===== config.mk =====
export PLATFORM = sky130hd
export DESIGN_NAME = ushift_reg
export DESIGN_NICKNAME = d
export VERILOG_FILES = /design/src/rtl/ushift_pkg.sv /design/src/rtl/ushift_reg_tick_gen.sv /design/src/rtl/ushift_reg.sv
export SDC_FILE = /design/constraint.sdc
export NUM_CORES = 1
export LEC_CHECK = 0
export CAP_MARGIN = 30
export CELL_PAD_IN_SITES_DETAIL_PLACEMENT = 1
export CELL_PAD_IN_SITES_GLOBAL_PLACEMENT = 1
export CORE_ASPECT_RATIO = 0.9
export CORE_UTILIZATION = 40
export DETAILED_ROUTE_END_ITERATION = 10
export PLACE_DENSITY = 0.87
export SETUP_SLACK_MARGIN = 0.3
export SLEW_MARGIN = 30
export SYNTH_ARGS = -nofsm -noshare
export SYNTH_HDL_FRONTEND = slang
export SYNTH_SLANG_ARGS = --single-unit

===== constraint.sdc =====
create_clock -name clk -period 1.7 [get_ports clk]
set_input_delay 0.425 -clock clk [delete_from_list [all_inputs] [get_ports clk]]
set_output_delay 0.425 -clock clk [all_outputs]
set_load 0.03 [all_outputs]

===== src/rtl/ushift_pkg.sv =====
// Shared types for the universal shift register: operation codes and FSM states.
package ushift_pkg;

    typedef enum logic [2:0] {
        MODE_LOAD = 3'd0,
        MODE_SHR  = 3'd1,
        MODE_SHL  = 3'd2,
        MODE_ROR  = 3'd3,
        MODE_ROL  = 3'd4,
        MODE_CLR  = 3'd5
    } mode_e;

    typedef enum logic {
        ST_IDLE = 1'b0,
        ST_RUN  = 1'b1
    } state_e;

    // Internal code for a step that leaves q untouched (codes 6/7, zero-count shifts).
    localparam logic [2:0] MODE_NOP = 3'd6;

    function automatic logic is_shift_f(input logic [2:0] mode);
        return (mode == MODE_SHR) || (mode == MODE_SHL) ||
               (mode == MODE_ROR) || (mode == MODE_ROL);
    endfunction

endpackage


===== src/rtl/ushift_reg_tick_gen.sv =====
// Free-running prescaler producing a one-cycle strobe every TICK_DIV clocks.
module tick_gen #(
    parameter int unsigned TICK_DIV = 2**26
) (
    input  logic clk,
    input  logic rst,
    output logic tick
);

    localparam int unsigned CW = (TICK_DIV > 32'd1) ? $clog2(TICK_DIV) : 1;
    localparam logic [CW-1:0] LAST = CW'(TICK_DIV - 32'd1);

    logic [CW-1:0] cnt_r;
    logic [CW-1:0] cnt_nxt_s;
    logic          tick_r;

    // Next prescaler value with wrap at TICK_DIV-1.
    always_comb begin
        cnt_nxt_s = cnt_r;
        if (cnt_r == LAST) begin
            cnt_nxt_s = '0;
        end else begin
            cnt_nxt_s = cnt_r + CW'(1);
        end
    end

    // Counter and strobe; tick_r always mirrors (cnt_r == LAST).
    always_ff @(posedge clk or posedge rst) begin
        if (rst) begin
            cnt_r  <= '0;
            tick_r <= (TICK_DIV == 32'd1) ? 1'b1 : 1'b0;
        end else begin
            cnt_r  <= cnt_nxt_s;
            tick_r <= (cnt_nxt_s == LAST);
        end
    end

    assign tick = tick_r;

endmodule


===== src/rtl/ushift_reg.sv =====
// Universal shift register: load / shift / rotate / clear, stepped by a prescaler tick
// with a ready/valid command handshake and a completion pulse.
module ushift_reg
    import ushift_pkg::*;
#(
    parameter int unsigned WIDTH    = 4,
    parameter int unsigned TICK_DIV = 2**26,
    parameter int unsigned CNT_W    = $clog2(WIDTH + 1)
) (
    input  logic             clk,
    input  logic             rst,
    input  logic             cmd_valid,
    output logic             cmd_ready,
    input  logic [2:0]       cmd_mode,
    input  logic [CNT_W-1:0] cmd_count,
    input  logic [WIDTH-1:0] d_in,
    input  logic             ser_in,
    input  logic             abort,
    output logic [WIDTH-1:0] q,
    output logic             so_lsb,
    output logic             so_msb,
    output logic             tick,
    output logic             done
);

    state_e           state_r,    state_nxt_s;
    logic [2:0]       mode_r,     mode_nxt_s;
    logic [CNT_W-1:0] rem_r,      rem_nxt_s;
    logic [WIDTH-1:0] d_r,        d_nxt_s;
    logic [WIDTH-1:0] q_r,        q_nxt_s;
    logic             done_r,     done_nxt_s;
    logic             tick_s;

    function automatic logic [WIDTH-1:0] step_f(
        input logic [2:0]       mode,
        input logic [WIDTH-1:0] cur,
        input logic [WIDTH-1:0] ld,
        input logic             si
    );
        case (mode)
            MODE_LOAD: step_f = ld;
            MODE_SHR:  step_f = {si, cur[WIDTH-1:1]};
            MODE_SHL:  step_f = {cur[WIDTH-2:0], si};
            MODE_ROR:  step_f = {cur[0], cur[WIDTH-1:1]};
            MODE_ROL:  step_f = {cur[WIDTH-2:0], cur[WIDTH-1]};
            MODE_CLR:  step_f = '0;
            default:   step_f = cur;
        endcase
    endfunction

    tick_gen #(
        .TICK_DIV (TICK_DIV)
    ) u_tick_gen (
        .clk  (clk),
        .rst  (rst),
        .tick (tick_s)
    );

    // Command acceptance, step sequencing and abort handling.
    always_comb begin
        state_nxt_s = state_r;
        mode_nxt_s  = mode_r;
        rem_nxt_s   = rem_r;
        d_nxt_s     = d_r;
        q_nxt_s     = q_r;
        done_nxt_s  = 1'b0;
        case (state_r)
            ST_IDLE: begin
                if (cmd_valid) begin
                    state_nxt_s = ST_RUN;
                    d_nxt_s     = d_in;
                    // A zero-count shift still takes one step, folded into a no-op.
                    if (is_shift_f(cmd_mode) && (cmd_count != '0)) begin
                        mode_nxt_s = cmd_mode;
                        rem_nxt_s  = cmd_count;
                    end else if (is_shift_f(cmd_mode)) begin
                        mode_nxt_s = MODE_NOP;
                        rem_nxt_s  = CNT_W'(1);
                    end else begin
                        mode_nxt_s = cmd_mode;
                        rem_nxt_s  = CNT_W'(1);
                    end
                end else begin
                    state_nxt_s = ST_IDLE;
                end
            end
            ST_RUN: begin
                if (abort) begin
                    state_nxt_s = ST_IDLE;
                end else if (tick_s) begin
                    q_nxt_s   = step_f(mode_r, q_r, d_r, ser_in);
                    rem_nxt_s = rem_r - CNT_W'(1);
                    if (rem_r == CNT_W'(1)) begin
                        state_nxt_s = ST_IDLE;
                        done_nxt_s  = 1'b1;
                    end else begin
                        state_nxt_s = ST_RUN;
                    end
                end else begin
                    state_nxt_s = ST_RUN;
                end
            end
            default: begin
                state_nxt_s = ST_IDLE;
            end
        endcase
    end

    // State and datapath registers.
    always_ff @(posedge clk or posedge rst) begin
        if (rst) begin
            state_r <= ST_IDLE;
            mode_r  <= 3'd0;
            rem_r   <= '0;
            d_r     <= '0;
            q_r     <= '0;
            done_r  <= 1'b0;
        end else begin
            state_r <= state_nxt_s;
            mode_r  <= mode_nxt_s;
            rem_r   <= rem_nxt_s;
            d_r     <= d_nxt_s;
            q_r     <= q_nxt_s;
            done_r  <= done_nxt_s;
        end
    end

    assign cmd_ready = (state_r == ST_IDLE);
    assign q         = q_r;
    assign so_lsb    = q_r[0];
    assign so_msb    = q_r[WIDTH-1];
    assign tick      = tick_s;
    assign done      = done_r;

endmodule


## After elaboration in Yosys (flattened, before gate mapping)

Cells that the tools add are included.

| cells by class | value |
|---|---|
| add/sub/neg operators | 2 |
| mux-type cells | 18 |
| equal/unequal tests | 15 |
| reductions and logical operators | 10 |
| bitwise gates (word level) | 2 |

Operators with widths:

| operator | count |
|---|---|
| $eq A26 B26 Y1 const B | 2 |
| $add A26 B1 Y26 const B | 1 |
| $mux W26 | 1 |
| $pmux W4 S6 | 1 |
| $mux W3 | 6 |
| $eq A3 B2 Y1 const B | 4 |
| $eq A3 B1 Y1 const B | 3 |
| $eq A3 B3 Y1 const B | 3 |
| $mux W1 | 8 |
| $pmux W3 S2 | 1 |
| $reduce_bool A6 Y1 | 1 |
| $ne A2 B2 Y1 const B | 2 |
| $reduce_and A4 Y1 | 1 |
| $logic_not A3 Y1 | 1 |
| $logic_or A1 B1 Y1 | 3 |
| $reduce_and A3 Y1 | 1 |
| $reduce_bool A3 Y1 | 1 |
| $sub A3 B1 Y3 const B | 1 |
| $ne A2 B1 Y1 const B | 1 |
| $not A1 Y1 | 2 |
| $pmux W1 S2 | 1 |
| $reduce_and A2 Y1 | 1 |
| $logic_and A1 B1 Y1 | 1 |

| word-level totals | value |
|---|---|
| bits in registers | 43 |
| output and inout bits | 9 |
| input bits | 15 |

## Depth between registers and ports, before layout

| logic depth | value |
|---|---|
| word-level depth | 8 |
| mapped depth | 8 |

## Cells and area by module

From an unflattened synthesis, not the netlist that was laid out.

| second synthesis, totals | value |
|---|---|
| cell total of the unflattened synthesis | 264 |
| area total of the unflattened synthesis | 2403.6 µm² |

Modules (own cells, without submodules):

| module | cells an instance | times used | area an instance (µm²) |
|---|---|---|---|
| tick_gen | 153 | 1 | 1438.9 |
| ushift_reg | 111 | 1 | 964.7 |

## Worst setup path before layout

OpenSTA, ideal clock, no wires.

| timing | value |
|---|---|
| kind | reg-to-reg |
| start point | register u_tick_gen.cnt_r[0] |
| end point | register u_tick_gen.tick_r (netlist: u_tick_gen.tick) |
| library setup time | 0.100 ns |
| arrival | 1.682 ns |
| buffers on the path | 0 |
| clock period less this slack | 1.782 ns |
| path slack | -0.082 ns |
| data required time | 1.600 ns |
| cell stages (with the launch flop) | 8 |
| path through | dfrtp_1 > ha_1 > and2_1 > nand4_1 > xnor2_1 > nor4b_1 > nand4b_1 > nor4bb_1 |

| on the way | value |
|---|---|
| word-level cells in the longest chain between the ends | 3 |
| elaborated cells on any way between the ends | 4 |

Ends and longest elaborated chain:

| item | line | RTL |
|---|---|---|
| start, declared | ushift_reg_tick_gen.sv:13 | `logic [CW-1:0] cnt_r;` |
| start signal, assigned | ushift_reg_tick_gen.sv:33 | `cnt_r <= cnt_nxt_s;` |
| $add A26 B1 Y26 / $eq A26 B26 Y1 (equally long branches) | ushift_reg_tick_gen.sv:23, ushift_reg_tick_gen.sv:20 |  |
| $mux W26 (*) | ushift_reg_tick_gen.sv:20 | `if (cnt_r == LAST) begin` |
| named net u_tick_gen.cnt_nxt_s[6] | ushift_reg_tick_gen.sv:14 | `logic [CW-1:0] cnt_nxt_s;` |
| $eq A26 B26 Y1 (*) | ushift_reg_tick_gen.sv:34 | `tick_r <= (cnt_nxt_s == LAST);` |
| end signal, assigned | ushift_reg_tick_gen.sv:31 | `tick_r <= (TICK_DIV == 32'd1) ? 1'b1 : 1'b0;` |
| end signal, assigned | ushift_reg_tick_gen.sv:34 |  |
| end, declared | ushift_reg_tick_gen.sv:15 | `logic tick_r;` |

Mark *: on every way through the listed nets, which the timed path passes. The rest lies on a longest branch.
A chain may end at the register's enable or synchronous reset.

## Worst setup path after layout

| timing | value |
|---|---|
| start point | register u_tick_gen.cnt_r[0] |
| end point | register u_tick_gen.tick_r (netlist: u_tick_gen.tick) |

| on the way | value |
|---|---|
| word-level cells in the longest chain between the ends | 3 |
| elaborated cells on any way between the ends | 4 |

Ends and longest elaborated chain:

| item | line |
|---|---|
| $add A26 B1 Y26 / $eq A26 B26 Y1 (equally long branches) | ushift_reg_tick_gen.sv:23, ushift_reg_tick_gen.sv:20 |
| $mux W26 (*) | ushift_reg_tick_gen.sv:20 |
| $eq A26 B26 Y1 (*) | ushift_reg_tick_gen.sv:34 |

Mark *: on every way between the ends. The rest lies on a longest branch, timed or not.

==> out/results.tsv <==
metric	value	unit
status	complete, but fails checks	
failing checks	setup timing	
initial antenna violation count	0	
crit path launch type	flop	
most common library cell in the layout ignoring fill and taps	buf_4	
Port Buffers	23	
Slew Limit Fails	0	
boundary pin count	24	
HPWL Detailed	5308	um
n_diodes	0	
GRT overflow	0	
share of the yosys chip area belonging to registers	0.4594	
first-pass GRT wire length	12720	um
clk buf depth	2	
initial core utilization	0.4138	
vias per inst	5.736	
drt pass-1 iters	4	
Slew HR	0.7681	
vias in the first global route	2399	
Power Density	641.3	nW/um2
post-route setup TNS	-2.604	ns
Cell Count, Final, Fillers Out	397	
Die W	82.66	um
Hold/Removal Path Class	in2async	
FILL cells	606	
cts bufs inserted	5	
dpl cell area	3079	um2
CTS H-tree lvls	2	
drt wl/cell	21.90	um
worst r2r path cells	8	
Worst setup EP type	flop	
root buf cell	clkbuf_8	
clock skew	0.009125	ns
clk sinks	43	
Final Hold Violating Endpoints	0	
clk slew on worst S/H paths	0.09	ns
placed cells	364	
mapped cell area	2342	um2
Initial DRC Count	172	
drt drc	0	
CP max FO	4	
RSZ-0062 raised after global routing	true	
flip-flop and latch area	1087	um2
area of the multi-input gates	1476	um2
design area	3606	um2
GPL Wtd Cong	0.8366	
Synth warnings	0	
fin crit share	1.279	
Finish-stage setup viols	16	
Avg Cell Area, Syn	9.925	um2
drt total wl	8696	um
most frequent cells in the layout	buf_4, dfrtp_1, nand2_1, nor2_1, clkdlybuf4s50_1	
core area	5660	um2
Tightest Pin Transition	0.3447	ns
Post-DRT Antenna Nets	0	
Yosys reg bits	43	
CTS tree	done	
layout cells sized above 1	0.4709	
kind of critical path	reg2reg	
Post-Synthesis Cells	236	
num rows	26	
CP required	1.89	ns
Yosys cell types	43	
vias	2277	
Max IR drop VDD	0.3864	mV
final worst slack	-0.4743	ns
Die Y	74.60	um
CP arrival	2.37	ns
clk_lat worst skew	0.31	ns
die area	6166	um2
syn nets	254	
Max Fclk	459.9	MHz
Hold Buf Count CTS	0	
total track usage	0.2892	
Max Cap Violations	0	
Syn-to-layout area delta	53.95	%
Layout Nets	344	
largest net degree at the start of global routing	33	
LEAKAGE	1.690	nW
Final Critical Period	2.174	ns
[through the flow]
stage / worst slack, ns / util / total power, W / hold WS (ns)
floorplan: 0.03481 / - / 0.001393 / 0.4228
global placement: -0.1252 / 0.5440 / 0.001495 / 0.4739
detailed placement: -0.2772 / 0.5440 / 0.001530 / 0.4780
CTS: -0.2777 / 0.5981 / 0.002277 / 0.4348
global route: -0.5999 / 0.6370 / 0.002412 / 0.4372
finish: -0.4743 / 0.6370 / 0.002312 / 0.4150
[synthesized netlist by cell type (all sizes together)]
cell / count / area (um2)
a21o: 1 / 7.510
a21oi: 8 / 40.04
a221o: 1 / 10.01
a221oi: 5 / 43.79
a22oi: 3 / 22.52
a31o: 1 / 8.760
a32o: 1 / 10.01
and2: 3 / 18.77
and3: 6 / 37.54
and3b: 1 / 8.760
and4: 3 / 26.28
buf: 5 / 35.03
clkbuf: 7 / 27.52
clkdlybuf4s15: 1 / 11.26
dfrtp: 43 / 1076
ha: 3 / 37.54
inv: 6 / 22.52
mux2: 5 / 56.30
mux2i: 1 / 10.01
nand2: 22 / 82.58
nand3: 12 / 60.06
nand3b: 2 / 15.01
nand4: 11 / 113.9
nand4b: 2 / 17.52
nor2: 26 / 97.59
nor2b: 2 / 12.51
nor3: 5 / 25.02
nor3b: 2 / 15.01
nor4: 6 / 67.56
nor4b: 1 / 8.760
nor4bb: 1 / 10.01
o21ai: 10 / 50.05
o22a: 1 / 8.760
o31ai: 1 / 7.510
o41ai: 1 / 8.760
or2: 1 / 6.260
or3: 1 / 6.260
xnor2: 11 / 96.34
xor2: 14 / 122.6
[layout make-up]
cell class	count	share of cell area
multi-input combinational	174	0.4094
sequential	43	0.3015
timing repair buffer	96	0.2276
clock buffer	7	0.02672
tap	70	0.02429
inverter	6	0.008328
clock inverter	1	0.002082
[critical path, stage by stage (launching register included)]
cell and delay [ns]:
dfrtp_1 0.43, buf_4 0.16, buf_4 0.14, and3_1 0.22, nor4_1 0.28, o21ai_0 0.15, a21oi_1 0.17, nand4b_1 0.17
nor4bb_2 0.34
[power breakdown]
| part | total, W | switching (W) | internal, W | leakage, nW |
|---|---|---|---|---|
| sequential | 0.00117 | 0.0000873 | 0.00109 | 0.553 |
| clock | 0.000760 | 0.000390 | 0.000370 | 0.0505 |
| combinational | 0.000377 | 0.000209 | 0.000169 | 1.09 |
| total | 0.00231 | 0.000686 | 0.00163 | 1.69 |
[kinds of logic after synthesis]
logic type | share of synthesized area
muxes | 0.02831
adders and majority gates | 0.01603
DFF | 0.4594
xor gates and xnor gates | 0.09348
and+or+nand+nor | 0.2687
AOI/OAI and AO/OA | 0.09295
buffers and inverters | 0.04113
[registers in the layout, indices dropped and copies added, names as in the netlist]
name / count
q: 4
u_tick_gen.tick: 1
d_r: 4
mode_r: 3
state_r: 1
u_tick_gen.cnt_r: 26
done: 1
rem_r: 3
[routing by layer]
metal / routed length [um] / vias to the layer above / global-route usage
li1: - / 1018 / -
met1: 3560 / 1166 / 0.3477
met2: 4595 / 70 / 0.5219
met3: 323 / 23 / 0.05153
met4: 216 / 0 / 0.09195
met5: 0 / - / 0
[worst paths after layout]
| check | startpoint | to | slack (ns) |
|---|---|---|---|
| setup / recovery | u_tick_gen.cnt_r[0]$_DFF_PP0_ | u_tick_gen.tick$_DFF_PP0_ | -0.47 |
| hold reg to reg | d_r[0]$_DFFE_PP0P_ | d_r[0]$_DFFE_PP0P_ | 0.52 |
| setup reg to reg | u_tick_gen.cnt_r[0]$_DFF_PP0_ | u_tick_gen.tick$_DFF_PP0_ | -0.47 |
| max in group asynchronous | rst | u_tick_gen.cnt_r[5]$_DFF_PP0_ | 0.81 |
| hold / removal | rst | q[1]$_DFFE_PP0P_ | 0.41 |
| min in group clk | abort | state_r$_DFF_PP0_ | 0.44 |
[repair_timing]
action / 4_1_cts / 5_1_grt
setup endpoints to repair: 42 / 44
setup buffers: 13 / 12
pin swaps: 20 / 14
resized for setup: 66 / 38
Power figures use the tool's default switching activity.
